File: config.mk
export PLATFORM = sky130hd
export DESIGN_NAME = alarm_mode_ctrl
export DESIGN_NICKNAME = d
export VERILOG_FILES = /design/src/rtl/alarm_mode_ctrl.sv
export SDC_FILE = /design/constraint.sdc
export NUM_CORES = 1
export LEC_CHECK = 0
export CAP_MARGIN = 25
export CELL_PAD_IN_SITES_DETAIL_PLACEMENT = 2
export CELL_PAD_IN_SITES_GLOBAL_PLACEMENT = 2
export CORE_ASPECT_RATIO = 1.2
export CORE_UTILIZATION = 35
export CTS_CLUSTER_DIAMETER = 50
export DETAILED_ROUTE_END_ITERATION = 10
export DONT_BUFFER_PORTS = 1
export PLACE_DENSITY = 0.75
export SYNTH_ARGS = -nofsm -noshare
export SYNTH_HDL_FRONTEND = slang
export SYNTH_SLANG_ARGS = --single-unit
File: constraint.sdc
create_clock -name clk -period 4.5 [get_ports clk]
set_input_delay 0.9 -clock clk [delete_from_list [all_inputs] [get_ports clk]]
set_output_delay 0.9 -clock clk [all_outputs]
set_load 0.01 [all_outputs]
File: src/rtl/alarm_mode_ctrl.sv
// Mode sequencer and alarm ring/snooze controller for the alarm clock.
// All outputs are registered or decoded from registered state; timers advance on tick_1hz.
module alarm_mode_ctrl #(
    parameter int RING_SECS   = 60,
    parameter int SNOOZE_SECS = 300,
    parameter int MAX_SNOOZE  = 3
) (
    input  logic       clk,
    input  logic       reset,
    input  logic       tick_1hz,
    input  logic       btn_mode,
    input  logic       btn_up,
    input  logic       btn_down,
    input  logic       btn_snooze,
    input  logic       alarm_on,
    input  logic       trigger,
    output logic       en,
    output logic       houren,
    output logic       minen,
    output logic       alhouren,
    output logic       alminen,
    output logic       updown,
    output logic       adjust,
    output logic       alarmflag,
    output logic       ringing,
    output logic       buzzer,
    output logic [2:0] state
);

    localparam logic [2:0] RUN      = 3'd0;
    localparam logic [2:0] SET_HOUR = 3'd1;
    localparam logic [2:0] SET_MIN  = 3'd2;
    localparam logic [2:0] AL_HOUR  = 3'd3;
    localparam logic [2:0] AL_MIN   = 3'd4;
    localparam logic [2:0] RING     = 3'd5;
    localparam logic [2:0] SNOOZE   = 3'd6;

    localparam int RW = (RING_SECS > 1) ? $clog2(RING_SECS) : 1;
    localparam int SW = (SNOOZE_SECS > 1) ? $clog2(SNOOZE_SECS) : 1;
    localparam int UW = $clog2(MAX_SNOOZE + 1) > 0 ? $clog2(MAX_SNOOZE + 1) : 1;

    localparam logic [RW-1:0] RING_LAST = RW'(RING_SECS - 1);
    localparam logic [SW-1:0] SNZ_LAST  = SW'(SNOOZE_SECS - 1);
    localparam logic [UW-1:0] SNZ_MAX   = UW'(MAX_SNOOZE);

    logic [RW-1:0] ring_cnt;
    logic [SW-1:0] snz_cnt;
    logic [UW-1:0] snooze_used;
    logic          trigger_q;
    logic          beep_ph;
    logic          trig_rise;
    logic          step_ok;

    assign trig_rise = trigger & ~trigger_q;
    // Exactly one of up/down is required for a step; both together cancel.
    assign step_ok   = btn_up ^ btn_down;

    always_ff @(posedge clk) begin
        if (reset) begin
            state       <= RUN;
            trigger_q   <= 1'b0;
            ring_cnt    <= '0;
            snz_cnt     <= '0;
            snooze_used <= '0;
            beep_ph     <= 1'b0;
            updown      <= 1'b1;
            houren      <= 1'b0;
            minen       <= 1'b0;
            alhouren    <= 1'b0;
            alminen     <= 1'b0;
        end else begin
            trigger_q <= trigger;
            houren    <= 1'b0;
            minen     <= 1'b0;
            alhouren  <= 1'b0;
            alminen   <= 1'b0;

            case (state)
                RUN: begin
                    if (btn_mode) begin
                        state <= SET_HOUR;
                    end else if (trig_rise && alarm_on) begin
                        state       <= RING;
                        ring_cnt    <= '0;
                        snooze_used <= '0;
                        beep_ph     <= 1'b1;
                    end
                end
                SET_HOUR, SET_MIN, AL_HOUR, AL_MIN: begin
                    if (btn_mode) begin
                        state <= (state == AL_MIN) ? RUN : state + 3'd1;
                    end else if (step_ok) begin
                        updown   <= btn_up;
                        houren   <= (state == SET_HOUR);
                        minen    <= (state == SET_MIN);
                        alhouren <= (state == AL_HOUR);
                        alminen  <= (state == AL_MIN);
                    end
                end
                RING: begin
                    if (btn_mode || !alarm_on) begin
                        state <= RUN;
                    end else if (btn_snooze) begin
                        if (snooze_used < SNZ_MAX) begin
                            state       <= SNOOZE;
                            snooze_used <= snooze_used + UW'(1);
                            snz_cnt     <= '0;
                        end else begin
                            state <= RUN;
                        end
                    end else if (tick_1hz) begin
                        if (ring_cnt == RING_LAST) begin
                            state <= RUN;
                        end else begin
                            ring_cnt <= ring_cnt + RW'(1);
                            beep_ph  <= ~beep_ph;
                        end
                    end
                end
                SNOOZE: begin
                    if (btn_mode || !alarm_on) begin
                        state <= RUN;
                    end else if (tick_1hz) begin
                        if (snz_cnt == SNZ_LAST) begin
                            state    <= RING;
                            ring_cnt <= '0;
                            beep_ph  <= 1'b1;
                        end else begin
                            snz_cnt <= snz_cnt + SW'(1);
                        end
                    end
                end
                default: state <= RUN;
            endcase
        end
    end

    assign en        = !(state == SET_HOUR || state == SET_MIN);
    assign adjust    = (state >= SET_HOUR) && (state <= AL_MIN);
    assign alarmflag = (state == AL_HOUR) || (state == AL_MIN);
    assign ringing   = (state == RING);
    assign buzzer    = ringing & beep_ph;

endmodule
==> results_dict.tcl, run 1 <==
set metrics [dict create \
    drv_cap 0 \
    fin_crit_sh 0.6298 \
    io_pins 22 \
    drt-total-wl_mm 4.627 \
    cp_max_fo 19 \
    vias 1486 \
    initial_utilization 0.3720 \
    cts_resized 0 \
    dieArea_sq_um 4910 \
    grt_overflow 0 \
    clk_path_buf_depth 2 \
    cts-root-buf "clkbuf_8" \
    ys_seq_elements 27 \
    holdPathStages 2 \
    power_mw 0.6213 \
    drv_slew 0 \
    fillCellCount 509 \
    avgViaCountPerCell 5.992 \
    worstMarginPinSlew_ns 0.7140 \
    p_sw_mw 0.2403 \
    antenna_found_initial 0 \
    rsz0062_at_grt "no" \
    clkPwrFrac 0.241 \
    hold_buffers 0 \
    worst_setup_path_start_kind "register" \
    cp-end-kind "primary output" \
    synthArstFlopShare 0 \
    outcome "finished, final reports clean" \
    synthToLayoutAreaGrowth_pct 5.247 \
    synthDistinctLibCells 47 \
    synthTopCellsByArea "dfxtp_1 (33%), ha_1 (6.2%), a21oi_1 (5.2%), mux2i_1 (3.7%), nand4_1 (3.5%)" \
    combPwrFrac 0.304 \
    grtUsageTotal 0.2036 \
    design_area_sq_um 1707 \
    die_y_um 76.56 \
    slew_headroom 0.5234 \
    hold_path_class "reg2reg" \
    hold_viol_final 0 \
    worstPathRequired_ns 3.60 \
    final_antenna_net_count 0 \
    antennaDiodeCount 0 \
    clock_skew_ns 0.002995 \
    crit_type "reg2out" \
    clk_pin_slew_worst_paths_ns 0.10 \
    clk_latency_ns 0.28 \
    place.gp.congestion 0.8613 \
    peakVddDrop_uv 95.47 \
    portBuffers 0 \
    cts_sinks 27 \
    r2r_slack_ns 2.12 \
    postCtsSetupRepairBufs 0 \
    worstRegToRegCells 6 \
    drive_above_1_share 0.05729 \
    power_frac_seq 0.455 \
    ctsHtreeMaxLevel 1 \
    ys_warn_count 0 \
    syn-cell-area_sq_um 1622 \
    setup_tns_ns 0 \
    post_drt_wl_per_cell_um 18.66 \
    synth-seq-area-share 0.3333 \
    drt_iter0_markers 31 \
    first_pass_iters 4 \
    synth_top_area_frac 0.3333 \
    p_leak_nw 0.5877 \
    grt_pass1_vias 1627 \
    dp_hpwl_mm 3.542 \
    synthTopCellsByCount "dfxtp_1 (27), a21oi_1 (17), nand2_1 (13)" \
    setup_viol_count_final 0 \
    synth-edff-count 0 \
    post-place-ws_ns 2.008 \
    placementRows 26 \
    netSwitchingFraction 0.3868 \
    worst_ep_arrival_time_ns 1.93 \
    synth_nets 210 \
    grt_pass1_wl_mm 7.941 \
    syn_inst 193 \
    whs_ns 0.4872 \
    grt_max_degree 23 \
    period_minus_slack_ns 2.834 \
    coreArea_sq_um 4359 \
    internal-power_mw 0.3810 \
    place_area_sq_um 1658 \
    ys.flop_type "dfxtp_1" \
    cellPowerDensity_nw_per_um2 364.1 \
    yosysMostFrequentCell "dfxtp_1" \
    final.setup.worst_slack_ns 1.666 \
    post-route-drc-count 0 \
    fmax_ghz 0.3528 \
    die_x_um 64.14 \
    numCtsBuffers 3 \
    syn_area_per_cell_sq_um 8.402 \
    nets 210 \
    cts_tree "done" \
    synth_top_cell_by_area "dfxtp_1" \
]
worst max-delay path, stage by stage, from the launching register on:
cell and delay (ns):
dfxtp_1 0.80, inv_2 0.22, ha_1 0.30, inv_1 0.15
o21ai_0 0.19
stage by stage:
stage,utilization,cells
2_1_floorplan,-,193
3_3_place_gp,0.3803,244
3_5_place_dp,0.3803,244
4_1_cts,0.3915,248
5_1_grt,0.3915,248
6_report,0.3915,248
worst paths after layout:
check / startpoint / end
max: state[2] / alarmflag
min: ring_cnt[5] / ring_cnt[5]
max reg2reg: state[0] / snz_cnt[6]
min reg2reg: ring_cnt[5] / ring_cnt[5]
area by class of cell:
cell class                 count  area (sq um)  area share
multi-input combinational    151          1010      0.5916
tap                           56         70.07     0.04106
clock buffer                   3         41.29     0.02419
clock inverter                 1         7.507    0.004399
sequential                    27         540.5      0.3167
inverter                      10         37.54     0.02199
logic make-up (layout without fill, tap and decap cells):
| group | Yosys count | in the layout | synth area share |
|---|---|---|---|
| AOI/OAI and AO/OA | 53 | 53 | 0.2053 |
| and+or+nand+nor | 82 | 82 | 0.3079 |
| DFF | 27 | 27 | 0.3333 |
| buffers and inverters | 15 | 14 | 0.04398 |
| xor gates and xnor gates | 2 | 2 | 0.01080 |
| muxes | 6 | 6 | 0.03704 |
| adders and majority gates | 8 | 8 | 0.06173 |
power by group through the flow:
| stage | logic [mW] | clock network, mW | registers [mW] |
|---|---|---|---|
| after global routing | 0.207 | 0.163 | 0.286 |
| final | 0.189 | 0.150 | 0.283 |
| after CTS | 0.189 | 0.155 | 0.284 |
| after floorplan | 0.171 | 0 | 0.271 |
| after global placement | 0.180 | 0 | 0.287 |
| after detailed placement | 0.189 | 0 | 0.289 |
state kept, by name, summed over array words and instances, names as in the netlist:
signal / cells
houren: 1
snz_cnt: 9
snooze_used: 2
alminen: 1
alhouren: 1
ring_cnt: 6
state: 3
minen: 1
trigger_q: 1
updown: 1
beep_ph: 1
cells in the final DEF (no fill, tap or decap), types with 3 or more instances in the layout:
master and count:
ha_1 8, nand2b_1 8, nor2_1 10, mux2i_1 6, nor3b_1 3, a31oi_1 5
nor2b_1 6, inv_1 9, or4_1 5, dfxtp_1 27, nand2_1 13, a21oi_1 17
clkbuf_8 3, nor3_1 6, nand3_1 7, o21ai_0 11, nand4_1 9
layer usage:
metal	up-vias	share of wire	GRT usage	wire, um
met2	22	0.51	0.3755	2372
met5	-	0	0	0
li1	721	-	-	-
met3	5	0.027	0.02695	123
met1	738	0.45	0.2365	2071
met4	0	0.013	0.06667	59
Power figures use the tool's default switching activity.
==> run 2, diff against run 1 <==
- clock period: 4.5 -> 2.9 ns (I/O delays scaled with it)
==> results_dict.tcl, run 2 (synthesis gave the netlist of run 1 again) <==
set metrics [dict create \
    slew_headroom 0.6861 \
    die_y_um 76.56 \
    first_pass_iters 4 \
    drv_slew 0 \
    final_antenna_net_count 0 \
    whs_ns 0.3527 \
    grt_overflow 0 \
    final.setup.worst_slack_ns 0.5581 \
    portBuffers 0 \
    setup_viol_count_final 0 \
    post-place-ws_ns 0.5645 \
    die_x_um 64.14 \
    period_minus_slack_ns 2.342 \
    cts_tree "done" \
    initial_utilization 0.3720 \
    dieArea_sq_um 4910 \
    worst_path_max_delay_cell "dfxtp_1" \
    crit_chain "ha_1 -> or2_1 -> nand4_1 -> a21o_1 -> or4_1 -> a21oi_1" \
    grtUsageTotal 0.2095 \
    drt_iter0_markers 70 \
    place_area_sq_um 1665 \
    clk_path_buf_depth 2 \
    numCtsBuffers 3 \
    cts-root-buf "clkbuf_8" \
    io_pins 22 \
    post-route-drc-count 0 \
    hold_path_class "in2reg" \
    avgViaCountPerCell 5.968 \
    numPlacedInstances 245 \
    drive_above_1_share 0.06218 \
    drt-total-wl_mm 4.835 \
    antenna_found_initial 0 \
    fin_crit_sh 0.8076 \
    busiest_layer "met2" \
    clock_skew_ns 0.005517 \
    holdPathStages 1 \
    path_delay_family "simple AND/OR/NAND/NOR gates" \
    cp.depth 6 \
    cp_slowest_stage_delay_ns 0.49 \
    worstMarginPinSlew_ns 0.4672 \
    cts_resized 0 \
    gr-usage-met1 0.2393 \
    worstRegToRegCells 6 \
    clk_latency_ns 0.29 \
    largest_reg_flops 9 \
    nets 211 \
    crit_type "reg2reg" \
    worstPathRequired_ns 3.12 \
    drv_cap 0 \
    gr-usage-met2 0.3883 \
    worst_setup_path_start_kind "register" \
    postCtsSetupRepairBufs 0 \
    antennaDiodeCount 0 \
    fillCellCount 503 \
    cellPowerDensity_nw_per_um2 567.7 \
    power_mw 0.9732 \
    worst_ep_arrival_time_ns 2.56 \
    place.gp.congestion 0.7954 \
    hold_viol_final 0 \
    grt_max_degree 23 \
    synthToLayoutAreaGrowth_pct 5.710 \
    rsz0062_at_grt "no" \
    reg.largest.list "snz_cnt: 9 flops, ring_cnt: 6 flops, state: 3 flops" \
    hold_buffers 0 \
    use_met3 0.03892 \
    clk_pin_slew_worst_paths_ns 0.11 \
    cp_max_fo 10 \
    path_buf_inv 0 \
    ctsHtreeMaxLevel 1 \
    final_cell_mix "dfxtp_1 (27), a21oi_1 (17), nand2_1 (13)" \
    coreArea_sq_um 4359 \
    p_leak_nw 0.5930 \
    grt_pass1_wl_mm 8.093 \
    setup_tns_ns 0 \
    placementRows 26 \
    postLayoutCoreUtil 0.3932 \
    post_drt_wl_per_cell_um 19.42 \
    peakVddDrop_uv 168.1 \
    finalNonFillerCells 249 \
    dp_hpwl_mm 3.648 \
    top_register "snz_cnt" \
    cp-end-kind "register" \
    vias 1486 \
    cts_sinks 27 \
    grt_pass1_vias 1644 \
    design_area_sq_um 1714 \
    fmax_ghz 0.4270 \
    outcome "finished, final reports clean" \
    final_common_cell "dfxtp_1" \
]
-- run 2: changes by cell type in the layout (fill, tap and decap cells not counted), sizes merged --
cell | before | now
buf | 0 | 1
-- run 2: worst reg2reg max path: cells and delay by family (launching register included) --
kind / cells / cell delay [ns]
flip-flops: 1 / 0.49
AND/OR/NAND/NOR: 3 / 0.91
adder cells (fa/ha/maj): 1 / 0.43
AO/OA/AOI/OAI: 2 / 0.46
-- run 2: final timing paths --
path	from	endpoint	slack, ns
worst min-delay path	reset	ring_cnt[5]	0.35
worst max-delay path	state[0]	ring_cnt[4]	0.56
worst max register to register	state[0]	ring_cnt[4]	0.56
worst min register to register	ring_cnt[5]	ring_cnt[5]	0.49
-- run 2: cell type report --
class,instances,area (sq um),share of cell area
clock inverters,1,7.507,0.004380
clock buffers,3,41.29,0.02409
repair buffers,1,7.507,0.004380
multi-input cells,151,1010,0.5891
inverters,10,37.54,0.02190
flip-flops and latches,27,540.5,0.3153
well taps,56,70.07,0.04088
-- run 2: report_power, final --
group,switching [mW],internal (mW)
registers,0.0360,0.389
clock network,0.137,0.0981
logic,0.203,0.109
-- run 2: layer usage --
layer  wire (um)  share of wire  vias to the layer above
met5           0              0                        -
met4          38         0.0079                        0
met3         162          0.034                        4
met2        2516           0.52                       29
met1        2118           0.44                      733
li1            -              -                      720
==> run 3, diff against run 2 <==
- CORE_UTILIZATION: 35 -> 34
- PLACE_DENSITY: 0.75 -> 0.76
- clock period: 2.9 -> 1.92 ns (I/O delays scaled with it)
==> results_dict.tcl, run 3 (synthesis gave the netlist of run 1 again) <==
set metrics [dict create \
    peakVddDrop_uv 336.0 \
    outcome "finished with violations" \
    final_common_cell "buf_4" \
    cp-end-kind "register" \
    cts_tree "done" \
    avgViaCountPerCell 5.812 \
    cp_max_fo 6 \
    portBuffers 0 \
    fin_crit_sh 1.011 \
    antennaDiodeCount 0 \
    drv_slew 0 \
    numPlacedInstances 267 \
    vias 1604 \
    slew_headroom 0.7380 \
    r2r_start "state[0]" \
    grt_overflow 0 \
    grt_pass1_wl_mm 8.970 \
    die_x_um 65.04 \
    post-place-ws_ns -0.1003 \
    dp_hpwl_mm 4.075 \
    r2r_end "ring_cnt[4]" \
    clkPwrFrac 0.204 \
    crit_type "reg2reg" \
    holdPathEnd "beep_ph" \
    ctsHtreeMaxLevel 1 \
    die_y_um 77.65 \
    drt-total-wl_mm 5.859 \
    fmax_ghz 0.5152 \
    io_pins 22 \
    dieArea_sq_um 5050 \
    initial_utilization 0.3529 \
    worst_setup_path_start_kind "register" \
    grt_pass1_vias 1817 \
    final.setup.worst_slack_ns -0.02094 \
    place.gp.congestion 0.8831 \
    worstHoldStart "reset" \
    power_frac_seq 0.373 \
    largest_reg_flops 9 \
    drt_iter0_markers 50 \
    top_register "snz_cnt" \
    drive_above_1_share 0.2844 \
    clock_skew_ns 0.003057 \
    finalNonFillerCells 276 \
    p_sw_mw 0.6719 \
    internal-power_mw 1.059 \
    hold_path_class "in2reg" \
    grtUsageTotal 0.2330 \
    clk_path_buf_depth 2 \
    post-route-drc-count 0 \
    reg.largest.list "snz_cnt: 9 flops, ring_cnt: 6 flops, state: 3 flops" \
    worstPathRequired_ns 2.15 \
    worst_ep_arrival_time_ns 2.17 \
    coreArea_sq_um 4594 \
    hold_viol_final 0 \
    nets 236 \
    power_mw 1.730 \
    post_drt_wl_per_cell_um 21.23 \
    r2r_slack_ns -0.02 \
    antenna_found_initial 0 \
    cts_sinks 27 \
    whs_ns 0.1438 \
    clk_latency_ns 0.29 \
    combPwrFrac 0.423 \
    p_leak_nw 0.7476 \
    holdPathStages 1 \
    worstRegToRegCells 7 \
    worstMarginPinSlew_ns 0.3880 \
    cellPowerDensity_nw_per_um2 857.4 \
    final_cell_mix "buf_4 (26), dfxtp_1 (24), a21oi_1 (12), nand2_1 (12), o21ai_0 (10)" \
    cts-root-buf "clkbuf_8" \
    setup_viol_count_final 2 \
    netSwitchingFraction 0.3883 \
    rsz0062_at_grt "yes" \
    numCtsBuffers 3 \
    first_pass_iters 4 \
    violations "setup timing" \
    final_antenna_net_count 0 \
    clk_pin_slew_worst_paths_ns 0.10 \
    synthToLayoutAreaGrowth_pct 24.46 \
    drv_cap 0 \
    postLayoutCoreUtil 0.4393 \
    placementRows 27 \
    grt_max_degree 23 \
    period_minus_slack_ns 1.941 \
]
run 3: cell count changes in the layout (fill, tap and decap cells not counted), sizes merged:
cell,change
buf,+25
run 3: layout make-up:
cell class / count / area (sq um)
clock buffer: 3 / 41.29
fill: 502 / 2576
inverter: 10 / 40.04
timing repair buffer: 26 / 195.2
clock inverter: 1 / 7.507
multi-input combinational: 151 / 1115
sequential: 27 / 546.8
tap: 58 / 72.57
run 3: worst max path at each step:
stage / startpoint / slack (ns) / end / depth (start not counted)
6_report: state[0] / -0.02 / ring_cnt[4] / 7
3_3_place_gp: state[1] / 0.08 / ring_cnt[3] / 7
4_1_cts: state[2] / -0.03 / ring_cnt[2] / 7
2_1_floorplan: state[1] / 0.005 / snz_cnt[5] / 8
5_1_grt: state[0] / -0.06 / ring_cnt[4] / 7
3_5_place_dp: state[0] / -0.10 / snz_cnt[4] / 7
run 3: metrics by stage:
step | setup TNS [ns] | area [sq um]
3_3_place_gp | 0 | 1822
2_1_floorplan | 0 | 1625
4_1_cts | -0.02895 | 1922
5_1_grt | -0.1754 | 2018
3_5_place_dp | -0.3524 | 1822
6_report | -0.02144 | 2018
run 3: worst max-delay path, stage by stage, from the launching register on:
cell and delay (ns):
dfxtp_4 0.38, inv_4 0.07, ha_4 0.18, or2_4 0.14, nand4_1 0.16, a21o_1 0.29, or4_4 0.51, a21oi_2 0.15
run 3: per-layer routing:
layer / wire (um) / vias up / global-route usage
li1: - / 773 / -
met1: 2447 / 799 / 0.2489
met2: 3197 / 27 / 0.4531
met3: 153 / 5 / 0.03088
met4: 60 / 0 / 0.07826
met5: 0 / - / 0
run 3: power groups by stage:
| stage | clock network [mW] | registers [mW] | logic (mW) |
|---|---|---|---|
| after floorplan | 0 | 0.638 | 0.405 |
| final | 0.353 | 0.645 | 0.732 |
| after global routing | 0.383 | 0.650 | 0.777 |
| after CTS | 0.359 | 0.636 | 0.667 |
| after global placement | 0 | 0.638 | 0.584 |
| after detailed placement | 0 | 0.642 | 0.618 |
run 3: what timing repair did:
| item | CTS | global route |
|---|---|---|
| buffers inserted | 2 | 3 |
| gates resized for setup | 10 | 21 |
| pin swaps | 1 | 8 |
| hold buffers | 0 | 0 |
| endpoints found under the setup margin | 13 | 16 |
